===== src/rtl/ev22_uinst_issue.sv =====
// EV22 microinstruction issue stage: picks a decoder output, holds it, and issues it under
// valid/ready. A bus-C scoreboard catches read-after-write hazards and inserts NOP bubbles.
module ev22_uinst_issue #(
  parameter int unsigned PipeDepth = 3,
  parameter logic [33:0] NopUi     = 34'h0,
  parameter int unsigned CntW      = 16,
  // Bus field geometry inside the 34-bit microinstruction
  parameter int unsigned BusW      = 5,
  parameter int unsigned BusALsb   = 10,
  parameter int unsigned BusBLsb   = 5,
  parameter int unsigned BusCLsb   = 0
) (
  input  logic            clk_i,
  input  logic            rst_i,
  input  logic [19:0]     inst_i,
  input  logic            inst_valid_i,
  output logic            inst_ready_o,
  input  logic [33:0]     ui_1_i,
  input  logic [33:0]     ui_2_i,
  input  logic [33:0]     ui_3_i,
  input  logic [33:0]     ui_4_i,
  input  logic            flush_i,
  output logic [33:0]     microinst_o,
  output logic            ui_valid_o,
  input  logic            ui_ready_i,
  output logic            bubble_o,
  output logic [CntW-1:0] bubble_cnt_o
);

  logic [33:0]                      hold_q, hold_d, out_q, out_d, sel;
  logic                             hold_v_q, hold_v_d, ui_valid_q, ui_valid_d;
  logic                             bubble_q, bubble_d;
  logic [PipeDepth-1:0][BusW-1:0]   sb_q, sb_d;
  logic [CntW-1:0]                  cnt_q, cnt_d;
  logic [BusW-1:0]                  src_a, src_b, out_c;
  logic                             haz, slot_free, hold_moves, accept;

  function automatic logic hit(input logic [BusW-1:0] a, input logic [BusW-1:0] b,
                               input logic [BusW-1:0] dst);
    return (dst != '0) && (((a != '0) && (a == dst)) || ((b != '0) && (b == dst)));
  endfunction

  // First nonzero opcode nybble from the top selects the decoder.
  always_comb begin
    if (inst_i[19:16] != 4'h0)      sel = ui_1_i;
    else if (inst_i[15:12] != 4'h0) sel = ui_2_i;
    else if (inst_i[11:8] != 4'h0)  sel = ui_3_i;
    else if (inst_i[7:4] != 4'h0)   sel = ui_4_i;
    else                            sel = NopUi;
  end

  assign src_a = hold_q[BusALsb +: BusW];
  assign src_b = hold_q[BusBLsb +: BusW];
  assign out_c = out_q[BusCLsb +: BusW];

  always_comb begin
    haz = ui_valid_q && hit(src_a, src_b, out_c);
    for (int i = 0; i < int'(PipeDepth); i++) begin
      haz = haz | hit(src_a, src_b, sb_q[i]);
    end
  end

  assign slot_free    = !ui_valid_q || ui_ready_i;
  assign hold_moves   = slot_free && hold_v_q && !haz;
  assign inst_ready_o = !flush_i && (!hold_v_q || hold_moves);
  assign accept       = inst_valid_i && inst_ready_o;

  always_comb begin
    hold_d     = hold_q;
    hold_v_d   = hold_v_q;
    out_d      = out_q;
    ui_valid_d = ui_valid_q;
    bubble_d   = bubble_q;
    sb_d       = sb_q;
    cnt_d      = cnt_q;

    // Scoreboard tracks datapath progress, so it shifts even across a flush.
    if (ui_ready_i) begin
      for (int i = 1; i < int'(PipeDepth); i++) begin
        sb_d[i] = sb_q[i-1];
      end
      sb_d[0] = (ui_valid_q && !bubble_q) ? out_c : '0;
    end

    if (ui_valid_q && ui_ready_i && bubble_q && !(&cnt_q)) begin
      cnt_d = cnt_q + 1'b1;
    end

    if (flush_i) begin
      hold_v_d   = 1'b0;
      ui_valid_d = 1'b0;
      bubble_d   = 1'b0;
    end else begin
      if (slot_free) begin
        if (hold_v_q && !haz) begin
          out_d      = hold_q;
          bubble_d   = 1'b0;
          ui_valid_d = 1'b1;
        end else if (hold_v_q) begin
          out_d      = NopUi;
          bubble_d   = 1'b1;
          ui_valid_d = 1'b1;
        end else begin
          ui_valid_d = 1'b0;
          bubble_d   = 1'b0;
        end
      end
      if (accept) begin
        hold_d   = sel;
        hold_v_d = 1'b1;
      end else if (hold_moves) begin
        hold_v_d = 1'b0;
      end
    end
  end

  always_ff @(posedge clk_i or posedge rst_i) begin
    if (rst_i) begin
      hold_q     <= NopUi;
      hold_v_q   <= 1'b0;
      out_q      <= NopUi;
      ui_valid_q <= 1'b0;
      bubble_q   <= 1'b0;
      sb_q       <= '0;
      cnt_q      <= '0;
    end else begin
      hold_q     <= hold_d;
      hold_v_q   <= hold_v_d;
      out_q      <= out_d;
      ui_valid_q <= ui_valid_d;
      bubble_q   <= bubble_d;
      sb_q       <= sb_d;
      cnt_q      <= cnt_d;
    end
  end

  assign microinst_o  = out_q;
  assign ui_valid_o   = ui_valid_q;
  assign bubble_o     = bubble_q;
  assign bubble_cnt_o = cnt_q;

endmodule


===== config.mk =====
export PLATFORM = sky130hd
export DESIGN_NAME = ev22_uinst_issue
export DESIGN_NICKNAME = d
export VERILOG_FILES = /design/src/rtl/ev22_uinst_issue.sv
export SDC_FILE = /design/constraint.sdc
export NUM_CORES = 1
export LEC_CHECK = 0
export CAP_MARGIN = 20
export CORE_ASPECT_RATIO = 2
export CORE_UTILIZATION = 48
export CTS_CLUSTER_SIZE = 25
export DETAILED_ROUTE_END_ITERATION = 7
export PLACE_DENSITY = 0.87
export SYNTH_ARGS = -nofsm -noshare
export SYNTH_HDL_FRONTEND = slang
export SYNTH_SLANG_ARGS = --single-unit
export TNS_END_PERCENT = 10

===== constraint.sdc =====
create_clock -name clk_i -period 7.8 [get_ports clk_i]
set_input_delay 0.78 -clock clk_i [delete_from_list [all_inputs] [get_ports clk_i]]
set_output_delay 0.78 -clock clk_i [all_outputs]
set_load 0.02 [all_outputs]

Word level (Yosys, flattened, before mapping)
Index checks and enable logic that the tools add are counted.
{"block": "op_classes", "addsub": 1, "n_eq_ne": 8, "n_mux": 17, "bitwise": 4, "n_reduce_logical": 50}
{"op": "34-bit 2-to-1 mux", "count": 6}
{"op": "5-bit equality test", "count": 8}
{"op": "5-bit nonzero test", "count": 6}
{"op": "1-bit logical AND", "count": 22}
{"op": "16-bit by 1-bit adder with 16-bit output, second input constant", "count": 1}
{"op": "16-bit AND reduction", "count": 1}
{"op": "4-bit nonzero test", "count": 4}
{"op": "1-bit 2-to-1 mux", "count": 10}
{"op": "1-bit logical NOT", "count": 6}
{"op": "1-bit logical OR", "count": 6}
{"op": "5-bit 2-to-1 mux", "count": 1}
{"op": "2-bit nonzero test", "count": 2}
{"op": "1-bit OR", "count": 3}
{"op": "3-bit AND reduction", "count": 1}
{"op": "3-bit nonzero test", "count": 1}
{"op": "2-bit AND reduction", "count": 1}
{"op": "1-bit inverter", "count": 1}
{"block": "word_totals", "ff_bits": 102, "input_bits": 161, "output_inout_bits": 53, "word_cells": 89}

Logic depth before layout (Yosys ltp)
Gate-level depths: netlist of run 1.
{"block": "depth", "depth_word": 15, "ltp_mapped": 9, "depth_no_buf": 8}

Least setup slack after synthesis of run 1
OpenSTA, ideal clock, no wires.
{"block": "synth_timing", "kind": "register to output", "start": "reg out_q[1] (netlist: microinst_o[1])", "end": "out inst_ready_o", "t_arrival_ns": 2.293, "required_ns": 7.020, "path_slack_ns": 4.727, "path_stages_with_launch": 8, "path_buffers": 1, "path_cell_list": "dfrtp_1 -> or4_1 -> o21ai_1 -> a21oi_1 -> a311oi_2 -> nand2_1 -> clkbuf_1 -> o22ai_1"}
{"block": "synth_via", "elab_chain_len": 12, "word_cells_on_any_way": 15, "classes_between": "eq/ne: 2; bitwise: 3; reduce/logical: 10"}
{"element": "start, declared", "line": "30", "source": "logic [33:0] hold_q, hold_d, out_q, out_d, sel;"}
{"element": "start signal, assigned", "line": "121", "source": "out_q <= NopUi;"}
{"element": "start signal, assigned", "line": "129", "source": "out_q <= out_d;"}
{"element": "5-bit equality test", "line": "40", "source": "return (dst != '0) && (((a != '0) && (a == dst)) || ((b != '0) && (b == dst)));"}
{"element": "1-bit logical AND", "line": "40"}
{"element": "1-bit logical OR", "line": "40"}
{"element": "1-bit logical AND (*)", "line": "40"}
{"element": "1-bit logical AND (*)", "line": "57", "source": "haz = ui_valid_q && hit(src_a, src_b, out_c);"}
{"element": "1-bit OR (*) (3 in a row)", "line": "59", "source": "haz = haz | hit(src_a, src_b, sb_q[i]);"}
{"element": "1-bit logical NOT (*)", "line": "64", "source": "assign hold_moves = slot_free && hold_v_q && !haz;"}
{"element": "1-bit logical AND (*)", "line": "64"}
{"element": "1-bit logical OR (*)", "line": "65", "source": "assign inst_ready_o = !flush_i && (!hold_v_q || hold_moves);"}
{"element": "1-bit logical AND (*)", "line": "65"}
{"element": "end, declared", "line": "17", "source": "output logic inst_ready_o,"}
Mark *: on every way between the ends. The rest lies on a longest branch, timed or not.

Final worst setup path of run 1
{"block": "layout_timing", "start": "in ui_ready_i", "end": "out inst_ready_o"}
{"block": "layout_via", "elab_chain_len": 5}
{"element": "start, declared", "line": "25", "source": "input logic ui_ready_i,"}
{"element": "1-bit logical OR", "line": "63", "source": "assign slot_free = !ui_valid_q || ui_ready_i;"}
{"element": "1-bit logical AND (2 in a row)", "line": "64"}
{"element": "1-bit logical OR", "line": "65"}
{"element": "1-bit logical AND", "line": "65"}
No other way between the ends.

==> summary.md, run 1 <==
| Metric | Value |
|---|---|
| Final #Nets | `roughly 890` |
| Clock sink total | `slightly above 100` |
| Synth Register Bits | `102` |
| Fin Clk Skew | `0.00856 ns` |
| Synth area leaders | `dfrtp_1 46%, mux2_4 8.1%, nand2_1 5.6%, a221oi_1 5.4%, o22ai_1 4.5%` |
| Max Root-Sink Buffers | `2` |
| Yosys Warn Count | `0` |
| Global placer's final weighted congestion | `0.885` |
| Fin worst setup slack | `3.78 ns` |
| Number of synthesized flops with an enable pin | `0` |
| CP max-delay cell | `clkdlybuf4s50_1` |
| Commonest cells post-synth | `102 x dfrtp_1, 83 x nand2_1, 49 x nor2_1` |
| Vias per inst | `around 5.7` |
| Worst skew pair latency | `0.35 ns` |
| Final Cycle Share | `0.516` |
| DR WL/cell | `between 15 and 20 µm` |
| Post_cts resized | `0` |
| Static Leak | `approximately 0.0034 µW` |
| DIE AREA | `0.0120 mm²` |
| Sequential area share after synthesis | `0.462` |
| Max frequency | `249 MHz` |
| Maximum VDD drop | `0.000241 V` |
| Slew @ Worst Pin | `0.894 ns` |
| Ys async rst share | `1.00` |
| IO Pins | `214` |
| P&R area growth vs syn | `44.1%` |
| Critical setup path kind | `input pin to output pin` |
| MaxCap Viol Count | `0` |
| Drc violations | `0` |
| RSZ-0062 raised after global routing | `false` |
| Largest net degree at the start of global routing | `65` |
| Sequential power share | `0.399` |
| Netlist area before placement | `roughly 0.0055 mm²` |
| Clock share of power | `0.192` |
| Initial Utilization | `0.490` |
| Switching Share | `0.365` |
| Setup TNS | `0 ns` |
| Comb power frac | `0.409` |
| Worst hold path type | `register to register` |
| H-tree levels | `3` |
| Crit path time final | `4.02 ns` |
| CTS clk-pin slew, worst paths | `around 0.070 ns` |
| Clock buffer count from CTS | `9` |
| Critical path capture point type | `output pin` |
| Global-route wire length before repair | `26.7 mm` |
| PD cells | `approximately 290 mW/mm²` |
| Crit path cell chain | `clkdlybuf4s50_1, nor2b_1, or2_2, o22ai_1, clkdlybuf4s50_1` |
| Gr usage total | `0.293` |
| WL final | `16.7 mm` |
| Hold buffer count at CTS | `0` |
| Fillers | `855` |
| Starting DRC count in detailed routing | `around 260` |
| Crit path max fanout | `22` |
| FF/Latch Area | `0.00255 mm²` |
| Post-synthesis cell type count | `40` |
| PortBufs | `209` |
| Startpoint Class | `input pin` |
| Max_slew headroom | `0.402` |
| Post-synthesis cell count | `546` |
| GRT overflow | `0` |
| Post-synth top area share | `0.462` |
| Setup bufs post-CTS | `0` |
| WHS | `0.488 ns` |
| CTS tree | `yes` |
| Row count | `55` |
| Initial antenna violation count | `0` |
| Family with the most delay on the worst path | `buffers and inverters` |
| Sw Pwr | `850 µW` |
| Critical path data arrival time | `3.24 ns` |
| Die Span Y | `roughly 150 µm` |
| Avg Inst Size Synth | `between 10 and 15 µm²` |
| Initial DRT Pass Iterations | `5` |
| Placed Area | `0.00761 mm²` |
| HPWL after DPL | `12.8 mm` |
| Final instance area | `0.00797 mm²` |
| Diodes inserted | `0` |
| Post-Syn Nets | `708` |
| Max incr delay on CP | `1.05 ns` |
| Post-DRT Antenna Nets | `0` |
| Crit-path most repeated cell | `clkdlybuf4s50_1` |
| Core area | `0.0113 mm²` |
| Fin. Hold Viols | `0` |
| Layout cell share with drive strength beyond 1 | `0.109` |
| Internal power | `1480 µW` |
| Top-count cell post-synth | `dfrtp_1` |
| Final setup viols | `0` |
| Synth Flop Type | `dfrtp_1` |
| Crit path buffers/inverters | `2` |
| Fin util | `0.706` |
| Post-synth top area cell | `dfrtp_1` |
| Total number of vias | `5021` |
| DP Worst Slack | `about 3.7 ns` |
| Vias in the first global route | `5296` |
| Chip Width | `77.9 µm` |
| Root Driver | `clkbuf_16` |
| Slew Limit Fails | `0` |
| Outcome | `completed` |
| Required @ worst endpoint | `7.02 ns` |
| Footprint of the multi-input gates | `0.00271 mm²` |
cell type report:
| class | instances | share of cell area |
|---|---|---|
| Inverter | 7 | 0.00361 |
| Tap cell | 142 | 0.0223 |
| Clock inverter | 7 | 0.00895 |
| Sequential cell | 102 | 0.320 |
| Multi-Input combinational cell | 394 | 0.340 |
| Timing Repair Buffer | 218 | 0.276 |
| Clock buffer | 9 | 0.0283 |
final timing paths:
kind                       slack, ns  cells after the start                         from                           to
max in group asynchronous       5.82                      3                        rst_i   microinst_o[1]$_DFFE_PP0P_
min                             0.49                      2  microinst_o[21]$_DFFE_PP0P_  microinst_o[21]$_DFFE_PP0P_
max                             3.78                      5                   ui_ready_i                 inst_ready_o
min reg2reg                     0.49                      2  microinst_o[21]$_DFFE_PP0P_  microinst_o[21]$_DFFE_PP0P_
min in group asynchronous       0.80                      2                        rst_i       hold_q[15]$_DFFE_PP0P_
max reg2reg                     5.19                      7       hold_q[10]$_DFFE_PP0P_       hold_q[30]$_DFFE_PP0P_
tightest hold or removal path: cells and delay by family, from the launching register on:
family	cells	cell delay, ns
AND/OR/NAND/NOR	1	0.05
flip-flops	1	0.34
AO/OA/AOI/OAI	1	0.06
per-layer routing:
metal / up-vias / GRT usage / wire, µm
met3: 52 / 0.0611 / 830
met1: 2451 / 0.299 / 5750
met2: 194 / 0.542 / 9320
met5: - / 0 / 0
li1: 2324 / - / -
met4: 0 / 0.161 / 783
stage by stage:
| stage | std cells | total power, µW |
|---|---|---|
| floorplan | 546 | 1480 |
| finish | 879 | 2330 |
| global route | 879 | 2450 |
| detailed placement | 861 | 1860 |
| global placement | 861 | 1820 |
| CTS | 877 | 2310 |
placed cells by master, fill, tap and decap left out, drive strengths merged, types with 27 or more instances in the layout:
cell           instances
xnor2                 28
clkdlybuf4s50        209
dfrtp                102
a221oi                34
mux2                  45
nor2                  49
nand2                 83
xor2                  27
o21ai                 36
o22ai                 40
power groups by stage:
stage / Combinational (µW) / Sequential (µW) / Clock, µW
final: 952 / 929 / 448
after global routing: 1020 / 952 / 478
after CTS: 928 / 928 / 453
after detailed placement: 923 / 933 / 0
after global placement: 897 / 924 / 0
after floorplan: 544 / 937 / 0
kinds of logic after synthesis:
family,synth area share
AOI/OAI and AO/OA,0.147
xor gates and xnor gates,0.0871
adders and majority gates,0.00226
buffers and inverters,0.0507
DFF,0.462
muxes,0.112
and+or+nand+nor,0.139
state kept, by name (all words and copies together), names as in the netlist:
signal,flops
bubble_cnt_o,16
bubble_o,1
microinst_o,34
hold_v_q,1
hold_q,34
ui_valid_o,1
sb_q,15
Power figures use the tool's default switching activity.
==> run 2, diff against run 1 <==
--- a/config.mk
+++ b/config.mk
@@ -7,10 +7,10 @@
 export LEC_CHECK = 0
 export CAP_MARGIN = 20
 export CORE_ASPECT_RATIO = 2
-export CORE_UTILIZATION = 48
+export CORE_UTILIZATION = 40
 export CTS_CLUSTER_SIZE = 25
 export DETAILED_ROUTE_END_ITERATION = 7
-export PLACE_DENSITY = 0.87
+export PLACE_DENSITY = 0.77
 export SYNTH_ARGS = -nofsm -noshare
 export SYNTH_HDL_FRONTEND = slang
 export SYNTH_SLANG_ARGS = --single-unit
==> constraint.sdc (replaced) <==
create_clock -name clk_i -period 3.6 [get_ports clk_i]
set_input_delay 0.36 -clock clk_i [delete_from_list [all_inputs] [get_ports clk_i]]
set_output_delay 0.36 -clock clk_i [all_outputs]
set_load 0.02 [all_outputs]
==> summary.md, run 2 (same netlist as run 1, synthesis figures left out) <==
| Metric | Value |
|---|---|
| DIE AREA | `0.0143 mm² (+20%)` |
| Hold buffer count at CTS | `0 (unchanged)` |
| Worst hold path type | `input pin to async pin` |
| Post-DRT Antenna Nets | `0 (unchanged)` |
| Layout cell share with drive strength beyond 1 | `0.107 (-0.00136)` |
| Max_slew headroom | `0.476 (+0.0740)` |
| Diodes inserted | `0 (unchanged)` |
| Max incr delay on CP | `0.63 ns (-0.42 ns)` |
| Critical path data arrival time | `2.83 ns (-0.41 ns)` |
| CTS clk-pin slew, worst paths | `0.07 ns (about the same)` |
| Initial DRT Pass Iterations | `6 (+1)` |
| Startpoint Class | `register` |
| Setup bufs post-CTS | `0 (unchanged)` |
| Max Root-Sink Buffers | `2 (unchanged)` |
| Root Driver | `clkbuf_16` |
| Row count | `60 (+9.1%)` |
| Final #Nets | `896 (+0.22%)` |
| PortBufs | `209 (unchanged)` |
| RSZ-0062 raised after global routing | `false` |
| MaxCap Viol Count | `0 (unchanged)` |
| Critical R2R Launch | `hold_q[8]$_DFFE_PP0P_` |
| Post_cts resized | `0 (unchanged)` |
| Vias per inst | `5.53 (-3.3%)` |
| Global placer's final weighted congestion | `0.881 (-0.51%)` |
| Gr usage total | `0.241 (-0.0525)` |
| Final setup viols | `0 (unchanged)` |
| P&R area growth vs syn | `44.0% (about the same)` |
| Max frequency | `~310 MHz` |
| Total number of vias | `4929 (-1.8%)` |
| Slew Limit Fails | `0 (unchanged)` |
| CP max-delay cell | `clkdlybuf4s50_1` |
| Fillers | `1161 (+36%)` |
| Vias in the first global route | `5195 (-1.9%)` |
| Critical R2R Capture | `hold_q[30]$_DFFE_PP0P_` |
| Initial Utilization | `0.411 (-0.0784)` |
| PD cells | `623 mW/mm² (+110%)` |
| Critical setup path kind | `register to output pin` |
| Worst skew pair latency | `0.34 ns (about the same)` |
| Fin worst setup slack | `0.413 ns (-3.36 ns)` |
| DR WL/cell | `18.7 µm (-1.7%)` |
| Crit path buffers/inverters | `1 (-1)` |
| Family with the most delay on the worst path | `compound AO/OA/AOI/OAI gates` |
| CTS tree | `yes` |
| Slew @ Worst Pin | `0.786 ns (-0.108 ns)` |
| Fin. Hold Viols | `0 (unchanged)` |
| Clock sink total | `102 (unchanged)` |
| IO Pins | `214 (unchanged)` |
| Static Leak | `0.00333 µW (-0.55%)` |
| Crit path time final | `3.19 ns` |
| Chip Width | `85.1 µm (+9.3%)` |
| Reg2reg path depth | `8 (+1)` |
| Required @ worst endpoint | `3.24 ns (-3.78 ns)` |
| Core area | `0.0134 mm² (+19%)` |
| Final Cycle Share | `0.885` |
| Largest net degree at the start of global routing | `89 (+37%)` |
| Setup TNS | `0 ns (unchanged)` |
| CP startpoint | `microinst_o[1]$_DFFE_PP0P_` |
| HPWL after DPL | `12.6 mm (-1.6%)` |
| Crit path max fanout | `6 (-73%)` |
| GRT overflow | `0 (unchanged)` |
| Most common cell after layout, fill and taps aside | `clkdlybuf4s50_1` |
| Starting DRC count in detailed routing | `164 (-36%)` |
| DP Worst Slack | `0.778 ns (-2.97 ns)` |
| Critical path capture point type | `output pin` |
| Most frequent cells in the layout | `209 x clkdlybuf4s50_1, 102 x dfrtp_1, 83 x nand2_1, 48 x nor2_1, 40 x o22ai_1` |
| Initial antenna violation count | `0 (unchanged)` |
| Global-route wire length before repair | `26.8 mm (+0.46%)` |
| Fin Clk Skew | `0.0100 ns (+0.00145 ns)` |
| Maximum VDD drop | `0.000282 V (+17%)` |
| Clock buffer count from CTS | `9 (unchanged)` |
| Drc violations | `0 (unchanged)` |
| H-tree levels | `3 (unchanged)` |
| Outcome | `completed` |
| Crit path cell chain | `or4_1, o21ai_1, a21oi_1, a311oi_2, nand2_1, o22ai_1, clkdlybuf4s50_1` |
| Die Span Y | `168 µm (+9.4%)` |
| WL final | `16.6 mm (-0.27%)` |
| R2R Setup Slk | `0.89 ns (-4.30 ns)` |
run 2: changes by cell type in the layout (fill, tap and decap cells not counted), sizes merged:
cell	previous run	this run
clkbuf	9	10
clkinv	4	1
buf	9	11
clkinvlp	0	2
inv	9	7
run 2: layout make-up:
type | count | area (µm²) | area share
clock inverter | 4 | 50.0 | 0.00629
multi-input combinational | 394 | 2710 | 0.341
sequential | 102 | 2550 | 0.321
clock buffer | 10 | 229 | 0.0288
tap | 155 | 194 | 0.0244
timing repair buffer | 220 | 2190 | 0.276
inverter | 7 | 28.8 | 0.00362
run 2: worst max path at each step:
stage,depth (start not counted),slack [ns],end
3_5_place_dp,7,0.78,inst_ready_o
2_1_floorplan,1,0.56,bubble_cnt_o[0]$_DFFE_PP0P_
6_report,7,0.41,inst_ready_o
5_1_grt,7,0.25,inst_ready_o
4_1_cts,7,0.41,inst_ready_o
3_3_place_gp,7,0.80,inst_ready_o
run 2: stage by stage:
step	area, µm²	instances	hold slack, ns	utilization	total power [µW]
after floorplan	5530	546	0.426	-	3210
after global placement	7650	877	0.466	0.570	3990
after detailed placement	7650	877	0.472	0.570	4040
after CTS	7930	891	0.487	0.590	4990
after global routing	7960	892	0.317	0.592	5230
final	7960	892	0.291	0.592	4960
run 2: layer usage:
metal  vias to the layer above  global-route usage  routed length, µm  part of all wire
li1                       2322                   -                  -                 -
met1                      2391               0.260               6040              0.36
met2                       172               0.459               9420              0.57
met3                        44              0.0319                609             0.037
met4                         0               0.100                569             0.034
met5                         -                   0                  0                 0
run 2: report_power, final:
group	internal, µW	leakage (µW)	switching, µW
Combinational	1080	0.00190	953
Sequential	1540	0.00130	447
Clock	530	0.000130	404
run 2: worst reg2reg max path, cell delays in order, from the launching register on:
cell	delay, ns
dfrtp_1	0.53
xor2_1	0.22
nor3_1	0.22
nand4_1	0.12
a21oi_1	0.22
a311oi_2	0.10
a31oi_4	0.20
buf_4	0.54
mux2_2	0.43
